File: src/rtl/apb_regfile_slave.sv
// APB3 completer with six RW scratch registers, a read-only write counter
// and a read-only ID register. Adds WAIT_CYCLES wait states per transfer
// and answers illegal accesses with PSLVERR. All bus outputs are registered.
// ADDR_W must be at least 6 so the upper-address check has bits to look at.
module apb_regfile_slave #(
  parameter int unsigned WAIT_CYCLES = 0,
  parameter int unsigned ADDR_W      = 32,
  parameter logic [31:0] ID_VALUE    = 32'hA9B0_0001
) (
  input  logic              pclk,
  input  logic              preset,
  input  logic              psel_i,
  input  logic              penable_i,
  input  logic [ADDR_W-1:0] paddr_i,
  input  logic              pwrite_i,
  input  logic [31:0]       pwdata_i,
  output logic [31:0]       prdata_o,
  output logic              pready_o,
  output logic              pslverr_o,
  output logic [31:0]       ctrl_o
);

  typedef enum logic [1:0] {
    ST_IDLE = 2'd0,
    ST_WAIT = 2'd1,
    ST_RESP = 2'd2
  } state_t;

  localparam int unsigned NUM_RW    = 6;
  localparam logic [3:0]  WAIT_INIT = 4'(WAIT_CYCLES);

  state_t      state_reg, state_next;
  logic [3:0]  cnt_reg, cnt_next;
  logic [2:0]  idx_reg, idx_next;
  logic        write_reg, write_next;
  logic [31:0] wdata_reg, wdata_next;
  logic        err_reg, err_next;
  logic        pready_reg, pready_next;
  logic        pslverr_reg, pslverr_next;
  logic [31:0] prdata_reg, prdata_next;
  logic [31:0] regs_reg [NUM_RW];
  logic [31:0] wr_count_reg;
  logic        commit;
  logic [NUM_RW-1:0] reg_wen;

  // Setup-phase decode taken straight from the bus
  logic [2:0] setup_idx;
  logic       upper_bad;
  logic       setup_err;

  assign setup_idx = paddr_i[4:2];
  assign upper_bad = |paddr_i[ADDR_W-1:5];
  assign setup_err = (paddr_i[1:0] != 2'b00) | upper_bad |
                     (pwrite_i & (setup_idx >= 3'd6));

  // Register-file read mux; WR_COUNT is sampled before any write of this transfer
  function automatic logic [31:0] read_mux(input logic [2:0] idx);
    logic [31:0] val;
    val = 32'd0;
    case (idx)
      3'd6:    val = wr_count_reg;
      3'd7:    val = ID_VALUE;
      default: val = regs_reg[idx];
    endcase
    return val;
  endfunction

  // Next-state and registered-output logic of the transfer FSM
  always_comb begin
    state_next   = state_reg;
    cnt_next     = cnt_reg;
    idx_next     = idx_reg;
    write_next   = write_reg;
    wdata_next   = wdata_reg;
    err_next     = err_reg;
    pready_next  = pready_reg;
    pslverr_next = pslverr_reg;
    prdata_next  = prdata_reg;
    commit       = 1'b0;
    case (state_reg)
      ST_IDLE: begin
        // A bare access phase (penable without setup) is ignored here
        if (psel_i && !penable_i) begin
          idx_next   = setup_idx;
          write_next = pwrite_i;
          wdata_next = pwdata_i;
          err_next   = setup_err;
          if (WAIT_CYCLES == 0) begin
            state_next   = ST_RESP;
            pready_next  = 1'b1;
            pslverr_next = setup_err;
            prdata_next  = (setup_err | pwrite_i) ? 32'd0 : read_mux(setup_idx);
          end else begin
            state_next = ST_WAIT;
            cnt_next   = WAIT_INIT;
          end
        end
      end
      ST_WAIT: begin
        if (!psel_i) begin
          state_next = ST_IDLE;
          cnt_next   = 4'd0;
        end else if (cnt_reg <= 4'd1) begin
          state_next   = ST_RESP;
          cnt_next     = 4'd0;
          pready_next  = 1'b1;
          pslverr_next = err_reg;
          prdata_next  = (err_reg | write_reg) ? 32'd0 : read_mux(idx_reg);
        end else begin
          cnt_next = cnt_reg - 4'd1;
        end
      end
      ST_RESP: begin
        if (!psel_i) begin
          state_next   = ST_IDLE;
          pready_next  = 1'b0;
          pslverr_next = 1'b0;
        end else if (penable_i) begin
          commit       = write_reg & ~err_reg;
          state_next   = ST_IDLE;
          pready_next  = 1'b0;
          pslverr_next = 1'b0;
        end
      end
      default: begin
        state_next = ST_IDLE;
      end
    endcase
  end

  // FSM state, latched transfer and registered bus outputs
  always_ff @(posedge pclk or posedge preset) begin
    if (preset) begin
      state_reg   <= ST_IDLE;
      cnt_reg     <= 4'd0;
      idx_reg     <= 3'd0;
      write_reg   <= 1'b0;
      wdata_reg   <= 32'd0;
      err_reg     <= 1'b0;
      pready_reg  <= 1'b0;
      pslverr_reg <= 1'b0;
      prdata_reg  <= 32'd0;
    end else begin
      state_reg   <= state_next;
      cnt_reg     <= cnt_next;
      idx_reg     <= idx_next;
      write_reg   <= write_next;
      wdata_reg   <= wdata_next;
      err_reg     <= err_next;
      pready_reg  <= pready_next;
      pslverr_reg <= pslverr_next;
      prdata_reg  <= prdata_next;
    end
  end

  // Per-register write enables for the committed write
  generate
    for (genvar gi = 0; gi < NUM_RW; gi++) begin : g_wen
      assign reg_wen[gi] = commit & (idx_reg == 3'(gi));
    end
  endgenerate

  // RW scratch registers update at the edge that ends the ready cycle
  always_ff @(posedge pclk or posedge preset) begin
    if (preset) begin
      for (int i = 0; i < NUM_RW; i++) regs_reg[i] <= 32'd0;
    end else begin
      for (int i = 0; i < NUM_RW; i++) begin
        if (reg_wen[i]) regs_reg[i] <= wdata_reg;
      end
    end
  end

  // Committed-write counter, wraps naturally at 32 bits
  always_ff @(posedge pclk or posedge preset) begin
    if (preset) begin
      wr_count_reg <= 32'd0;
    end else if (commit) begin
      wr_count_reg <= wr_count_reg + 32'd1;
    end
  end

  assign prdata_o  = prdata_reg;
  assign pready_o  = pready_reg;
  assign pslverr_o = pslverr_reg;
  assign ctrl_o    = regs_reg[0];

endmodule

File: config.mk
export PLATFORM = sky130hd
export DESIGN_NAME = apb_regfile_slave
export DESIGN_NICKNAME = d
export VERILOG_FILES = /design/src/rtl/apb_regfile_slave.sv
export SDC_FILE = /design/constraint.sdc
export NUM_CORES = 1
export LEC_CHECK = 0
export CAP_MARGIN = 5
export CORE_MARGIN = 1.5
export CORE_UTILIZATION = 40
export CTS_BUF_LIST = sky130_fd_sc_hd__clkbuf_8 sky130_fd_sc_hd__clkbuf_16
export DETAILED_ROUTE_END_ITERATION = 10
export PLACE_DENSITY = 0.56
export SLEW_MARGIN = 5
export SYNTH_ARGS = -nofsm -noshare
export SYNTH_HDL_FRONTEND = slang
export SYNTH_SLANG_ARGS = --single-unit
File: constraint.sdc
create_clock -name pclk -period 23.3 [get_ports pclk]
set_clock_uncertainty 0.1 [all_clocks]
set_input_delay 4.66 -clock pclk [delete_from_list [all_inputs] [get_ports pclk]]
set_output_delay 4.66 -clock pclk [all_outputs]
set_load 0.01 [all_outputs]
==> results of run 1 <==
[cell usage after synthesis (4+ instances only)]
cell and n:
o211ai_1 24, buf_4 35, dfrtp_1 295, nor3_1 5, and3_1 8, o21ai_1 5, nor2_1 9, mux2i_1 88
mux2_2 228, and4_1 6, buf_1 6, clkbuf_1 35, nand2_1 44, xor2_1 8, nand4_1 32, buf_6 4
a22oi_1 24, nor2b_1 4, xnor2_1 24, inv_1 34, buf_2 20, o21ai_0 27, o221ai_1 16, mux2_1 8
nand3_1 20, nor4_1 7
[metal layers]
| metal | global-route usage | vias to the layer above |
|---|---|---|
| met5 | 0 | - |
| met4 | 0.04161 | 0 |
| met3 | 0.02843 | 35 |
| met2 | 0.2840 | 172 |
| met1 | 0.2699 | 4367 |
| li1 | - | 3860 |
[cells by family after synthesis]
group                    count (synthesis)  synth area share
AO/OA/AOI/OAI                           98           0.05009
XOR/XNOR                                32           0.02086
adder cells (fa/ha/maj)                  2          0.001862
buffers and inverters                  134           0.05130
flip-flops                             295            0.5493
multiplexers                           324            0.2633
AND/OR/NAND/NOR                        147           0.06322
[placed cells by master, fill, tap and decap left out, types with 16 or more instances in the layout]
cell type and n:
o211ai_1 24, inv_1 39, dfrtp_1 295, nand2_1 44, clkbuf_16 37, o221ai_1 16
clkdlybuf4s50_1 133, buf_4 18, a22oi_1 24, xnor2_1 24, o21ai_0 27, nand3_1 18
nand4_1 32, mux2i_1 88, mux2_2 228
[final timing paths]
path                                  to  depth (start not counted)
setup / recovery           regs_reg[117]                          6
hold / removal                 pslverr_o                          2
setup reg to reg           regs_reg[117]                          5
hold reg to reg                pslverr_o                          2
max in group asynchronous      ctrl_o[4]                          4
min in group asynchronous     ctrl_o[26]                          2
[critical path: stages]
cell and delay, ns:
clkdlybuf4s50_1 0.54, nand3b_4 0.09, or2_1 0.39, nor4b_4 0.98, buf_4 0.49, mux2_2 0.38
[power breakdown]
| part | switching [mW] | internal (mW) |
|---|---|---|
| Clock | 0.207 | 0.341 |
| Sequential | 0.0831 | 0.574 |
| Combinational | 0.0652 | 0.0943 |
| Total | 0.356 | 1.01 |
[area by class of cell]
class                      count  area, um2
fill                        2949      16670
sequential                   295       7382
multi-input combinational    603       5405
timing repair buffer         151       1466
clock buffer                  44       1022
tap                          442      553.0
clock inverter                16      152.6
inverter                      34      135.1
==> flow_summary.yaml, run 1 <==
outcome:
  status: "complete, no violations"
timing:
  slew_viol_final: 0
  setup_viol: 0
  hold_viol: 0
  clock.fmax_ghz: 0.1376
  tns_ns: 0
  rsz0062_at_grt: "no"
  fin_ws_ns: 16.03
  worst_slew_pin_slew_ns: 1.136
  period_share: 0.3119
  relSlewSlack: 0.2393
  min_period_ns: 7.267
  hold_slack_ns: 0.3804
floorplan:
  start_util: 0.4099
  core_mm2: 0.03278
  row_count: 66
  pin_count: 135
  die_area_mm2: 0.03470
  die_height_um: 186.3
  fp.dieW_um: 186.3
route:
  first_pass_iters: 4
  wl_um: 31110
  dr_wl_met3_um: 1325
  routedWlPerCell_um: 19.63
  drtAntennaViolNets: 0
  met2_length_um: 13920
  drt_iter0_markers: 391
  drc: 0
  wl_met1_um: 15420
  via_per_inst: 5.321
  top_layer_used: "met4"
  via_count: 8434
critical_path:
  start_kind: "primary input"
  critPathCaptureType: "flop"
  critical_path_class: "primary input to flop"
  setup.worst_path.start: "penable_i"
  r2r_start: "pready_o"
  required_ns: 23.58
  cp_max_fo: 19
  cp.arrival_ns: 7.55
  r2r_setup_slack_ns: 20.28
clocking:
  cts_resized: 0
  cts-hold-fix-buffers: 0
  clk_pin_slew_ns: 0.05
  cts.htree.levels: 2
  clk_latency_ns: 0.51
  clockBufferDepth: 3
  post-cts-setup-buffers: 0
  clockRootBuffer: "clkbuf_16"
  cts_tree: "done"
  cts_made_buffers: 35
  clock_sinks: 295
grt:
  gr-total-overflow: 0
  grt_util_all_layers: 0.1831
  grt_pass1_wl_um: 49100
  grt_pass1_vias: 8562
  antenna_found_initial: 0
  grt_max_degree: 78
synth:
  syn_inst: 1032
  yosysSeqAreaShare: 0.5493
  synth_cell_types: 38
  synth_edf_count: 0
  synth_top_area_cell: "dfrtp_1"
  synth.avg_cell_area_um2: 13.02
  yosys.area.top_type_share: 0.5493
  synth_top_flop_cell: "dfrtp_1"
  synth_fp_nets: 1103
  synthTopCellsByArea: "dfrtp_1 55%, mux2_2 19%, mux2i_1 6.6%, buf_4 2.0%, xnor2_1 1.6%"
  synth-seq-cells: 295
  syn_area_mm2: 0.01344
  yosysWarningCount: 0
  async_flop_share: 1.000
cells_and_area:
  drive_gt1_frac: 0.2747
  nets: 1191
  largest_reg_flops: 160
  finish.utilization: 0.4916
  final_area_mm2: 0.01612
  syn_to_final_growth_pct: 19.93
  finalNonFillerCells: 1585
  antenna_cells: 0
placement:
  place_area_mm2: 0.01494
  portBuffers: 134
  dp_slack_ns: 15.50
  dp_hpwl_um: 18900
  gp_congestion: 0.7405
  placed_cells: 1525
min_path:
  worstHoldStart: "pslverr_o"
  worstHoldPathType: "flop to flop"
power_and_ir_drop:
  finalPower_mw: 1.366
  irDropWorstVdd_v: 0.00004675
  powerDensity_mw_per_mm2: 84.75
  p_leak_nw: 7.464
job:
  drv_cap: 0
(Power assumes the default switching activity.)
==> run 2: changes to the inputs <==
- PLACE_DENSITY: 0.56 -> 0.59
- clock period: 23.3 -> 6.5 ns (I/O delays scaled with it)
==> flow_summary.yaml, run 2 (synthesis results as in run 1) <==
clocking:
  cts_tree: "done"
  cts_made_buffers: 34
  cts.htree.levels: 2
  clk_latency_ns: 0.51
  cts_resized: 0
  post-cts-setup-buffers: 0
  clock_sinks: 295
  cts-hold-fix-buffers: 0
  clockBufferDepth: 3
  clockRootBuffer: "clkbuf_16"
  clk_pin_slew_ns: 0.06
cells_and_area:
  final_area_mm2: 0.01599
  multi_input_area_mm2: 0.005405
  drive_gt1_frac: 0.2682
  final_common_cell: "dfrtp_1"
  largest_reg_flops: 160
  nFillCells: 2945
  layout_common_cells: "295 x dfrtp_1, 228 x mux2_2, 133 x clkdlybuf4s50_1"
  syn_to_final_growth_pct: 18.96
  finalNonFillerCells: 1583
  seqCellArea_mm2: 0.007382
  nets: 1190
  antenna_cells: 0
placement:
  placed_cells: 1525
  dp_hpwl_um: 18760
  place_area_mm2: 0.01495
  gp_congestion: 0.7706
  portBuffers: 134
  dp_slack_ns: 2.108
grt:
  grt_most_used_layer: "met2"
  grt_util_all_layers: 0.1820
  globalRouteMet3Util: 0.02843
  gr-usage-met1: 0.2611
  antenna_found_initial: 0
  grt_pass1_vias: 8651
  grt_max_degree: 147
  grt_pass1_wl_um: 49230
  gr-total-overflow: 0
  met2_usage: 0.2910
timing:
  rsz0062_at_grt: "no"
  clock.fmax_ghz: 0.2588
  min_period_ns: 3.863
  hold_viol: 0
  worst_slew_pin_slew_ns: 1.037
  slew_viol_final: 0
  period_share: 0.5944
  setup_viol: 0
  tns_ns: 0
  fin_ws_ns: 2.637
  relSlewSlack: 0.3082
critical_path:
  cp.arrival_ns: 4.14
  cp_top_family: "simple AND/OR/NAND/NOR gates"
  critical_path_class: "primary input to flop"
  required_ns: 6.78
  slowest_stage: "nor4b_4"
  cp_max_fo: 21
  slowest_delay_ns: 0.93
  critPathCaptureType: "flop"
  critPathBufInv: 2
  path_cells: "clkdlybuf4s50_1, nand3b_4, or2_1, nor4b_4, buf_4, mux2_2"
  start_kind: "primary input"
route:
  routedWlPerCell_um: 19.15
  via_count: 8318
  via_per_inst: 5.255
  drtAntennaViolNets: 0
  drc: 0
  first_pass_iters: 4
  drt_iter0_markers: 372
  wl_um: 30310
min_path:
  worstHoldPathType: "flop to flop"
floorplan:
  start_util: 0.4099
  core_mm2: 0.03278
  die_height_um: 186.3
  fp.dieW_um: 186.3
  row_count: 66
  die_area_mm2: 0.03470
  pin_count: 135
power_and_ir_drop:
  finalPower_mw: 4.690
  irDropWorstVdd_v: 0.0001532
  p_leak_nw: 7.418
  powerDensity_mw_per_mm2: 293.4
job:
  drv_cap: 0
outcome:
  status: "complete, no violations"
[run 2: cell types whose count changed in the layout (fill, tap and decap cells not counted), sizes merged]
cell    change
clkinv      -2
clkbuf      -3
inv         +6
bufinv      -3
[run 2: final timing paths]
check,start,endpoint,slack (ns),cells past startpoint
setup / recovery,penable_i,regs_reg[137],2.64,6
hold / removal,wr_count_reg[31],wr_count_reg[31],0.38,1
setup reg to reg,err_reg,regs_reg[137],3.52,5
hold reg to reg,wr_count_reg[31],wr_count_reg[31],0.38,1
max in group asynchronous,preset,regs_reg[46],3.85,3
min in group asynchronous,preset,wdata_reg[26],1.21,2
[run 2: power by group]
| part | leakage, nW | internal (mW) | switching, mW | total (mW) |
|---|---|---|---|---|
| Sequential | 4.03 | 2.06 | 0.301 | 2.36 |
| Clock | 0.555 | 1.04 | 0.718 | 1.76 |
| Combinational | 2.83 | 0.339 | 0.234 | 0.573 |
[run 2: area by class of cell]
| class | instances | area share |
|---|---|---|
| Clock buffer | 41 | 0.05996 |
| Clock inverter | 17 | 0.004775 |
| Inverter | 34 | 0.008219 |
| Multi-Input combinational cell | 603 | 0.3381 |
| Sequential cell | 295 | 0.4618 |
| Tap cell | 442 | 0.03460 |
| Timing Repair Buffer | 151 | 0.09252 |
[run 2: per-stage QoR]
stage / hold WS (ns) / utilization
CTS: 0.3844 / 0.4876
floorplan: 0.3459 / -
global route: 0.3951 / 0.4876
finish: 0.3814 / 0.4876
global placement: 0.3630 / 0.4560
detailed placement: 0.3735 / 0.4560
[run 2: routing by layer]
layer | up-vias | share of wire
li1 | 3862 | -
met1 | 4256 | 0.48
met4 | 0 | 0.013
met3 | 37 | 0.046
met2 | 163 | 0.47
met5 | - | 0
==> run 3: changes to the inputs <==
- PLACE_DENSITY: 0.59 -> 0.56
- clock period: 6.5 -> 3.6 ns (I/O delays scaled with it)
==> flow_summary.yaml, run 3 (synthesis results as in run 1) <==
outcome:
  status: "complete, no violations"
cells_and_area:
  antenna_cells: 0
  syn_to_final_growth_pct: 21.68
  layout_common_cells: "295 x dfrtp_1, 228 x mux2_2, 133 x clkdlybuf4s50_1"
  drive_gt1_frac: 0.2851
  final_common_cell: "dfrtp_1"
  finalNonFillerCells: 1603
  nets: 1208
  finish.utilization: 0.4987
  largest_reg_flops: 160
floorplan:
  die_height_um: 186.3
  row_count: 66
  start_util: 0.4099
  die_area_mm2: 0.03470
  pin_count: 135
  core_mm2: 0.03278
  fp.dieW_um: 186.3
placement:
  placed_cells: 1542
  gp_congestion: 0.7199
  portBuffers: 134
  dp_hpwl_um: 19450
critical_path:
  start_kind: "primary input"
  required_ns: 3.88
  critical_path_class: "primary input to flop"
  critPathCaptureType: "flop"
  r2r_setup_slack_ns: 1.37
  cp_max_fo: 17
  cp.arrival_ns: 2.79
clocking:
  clockBufferDepth: 3
  cts.htree.levels: 2
  post-cts-setup-buffers: 0
  clk_pin_slew_ns: 0.05
  cts_resized: 0
  cts_tree: "done"
  clock_sinks: 295
  clk_latency_ns: 0.51
  clockRootBuffer: "clkbuf_16"
  cts_made_buffers: 35
  cts-hold-fix-buffers: 0
power_and_ir_drop:
  irDropWorstVdd_v: 0.0004038
  powerDensity_mw_per_mm2: 540.7
  p_int_mw: 6.539
  p_leak_nw: 7.587
  sequentialPowerShare: 0.480
  pwr-share-clk: 0.399
  netSwitchingFraction: 0.2604
  p_comb_frac: 0.121
  p_sw_mw: 2.302
route:
  routedWlPerCell_um: 19.27
  first_pass_iters: 4
  wl_um: 30880
  drtAntennaViolNets: 0
  drc: 0
  via_count: 8408
  drt_iter0_markers: 374
  via_per_inst: 5.245
timing:
  period_share: 0.6969
  hold_slack_ns: 0.3728
  hold_viol: 0
  worst_slew_pin_slew_ns: 0.9403
  relSlewSlack: 0.3725
  setup_viol: 0
  tns_ns: 0
  rsz0062_at_grt: "no"
  slew_viol_final: 0
  min_period_ns: 2.509
  clock.fmax_ghz: 0.3986
grt:
  gr-total-overflow: 0
  grt_max_degree: 48
  grt_pass1_wl_um: 49270
  antenna_found_initial: 0
  grt_pass1_vias: 8775
  grt_util_all_layers: 0.1831
job:
  drv_cap: 0
min_path:
  worstHoldPathType: "flop to flop"
## run 3: final timing paths
kind                       startpoint  cells past startpoint             to
min                         pslverr_o                      2      pslverr_o
max in group asynchronous      preset                      3  regs_reg[135]
max                         penable_i                      6  regs_reg[122]
min in group asynchronous      preset                      2  wdata_reg[18]
min reg2reg                 pslverr_o                      2      pslverr_o
max reg2reg                  pready_o                      5  regs_reg[122]
## run 3: worst max-delay path, cell delays in order
cell and delay, ns:
clkdlybuf4s50_1 0.53, nand3b_4 0.12, or2_1 0.38, nor4b_4 0.28
buf_4 0.36, mux2_2 0.38
## run 3: final cells by class
class,count,area (um2)
Clock inverter,15,122.6
Fill cell,2940,16430
Inverter,34,131.4
Multi-Input combinational cell,603,5405
Timing Repair Buffer,168,1707
Sequential cell,295,7382
Tap cell,442,553.0
Clock buffer,46,1050
## run 3: metrics by stage
step	cell area [um2]	setup slack [ns]	total power, mW
2_1_floorplan	13440	-1.137	4.884
3_3_place_gp	15180	0.6005	5.372
3_5_place_dp	15180	0.5762	5.398
4_1_cts	16350	1.094	8.969
5_1_grt	16350	1.009	9.275
6_report	16350	1.091	8.841
## run 3: power by group through the flow
stage / registers, mW / clock network [mW] / logic, mW
final: 4.24 / 3.53 / 1.07
after floorplan: 4.08 / 0 / 0.801
after detailed placement: 4.31 / 0 / 1.09
after global routing: 4.33 / 3.77 / 1.18
after global placement: 4.30 / 0 / 1.07
after CTS: 4.25 / 3.62 / 1.09
## run 3: per-layer routing
layer | up-vias | GRT usage | wire length (um) | part of all wire
li1 | 3904 | - | - | -
met1 | 4316 | 0.2586 | 14750 | 0.48
met2 | 156 | 0.2961 | 14310 | 0.46
met3 | 32 | 0.03037 | 1384 | 0.045
met4 | 0 | 0.04129 | 433 | 0.014
met5 | - | 0 | 0 | 0
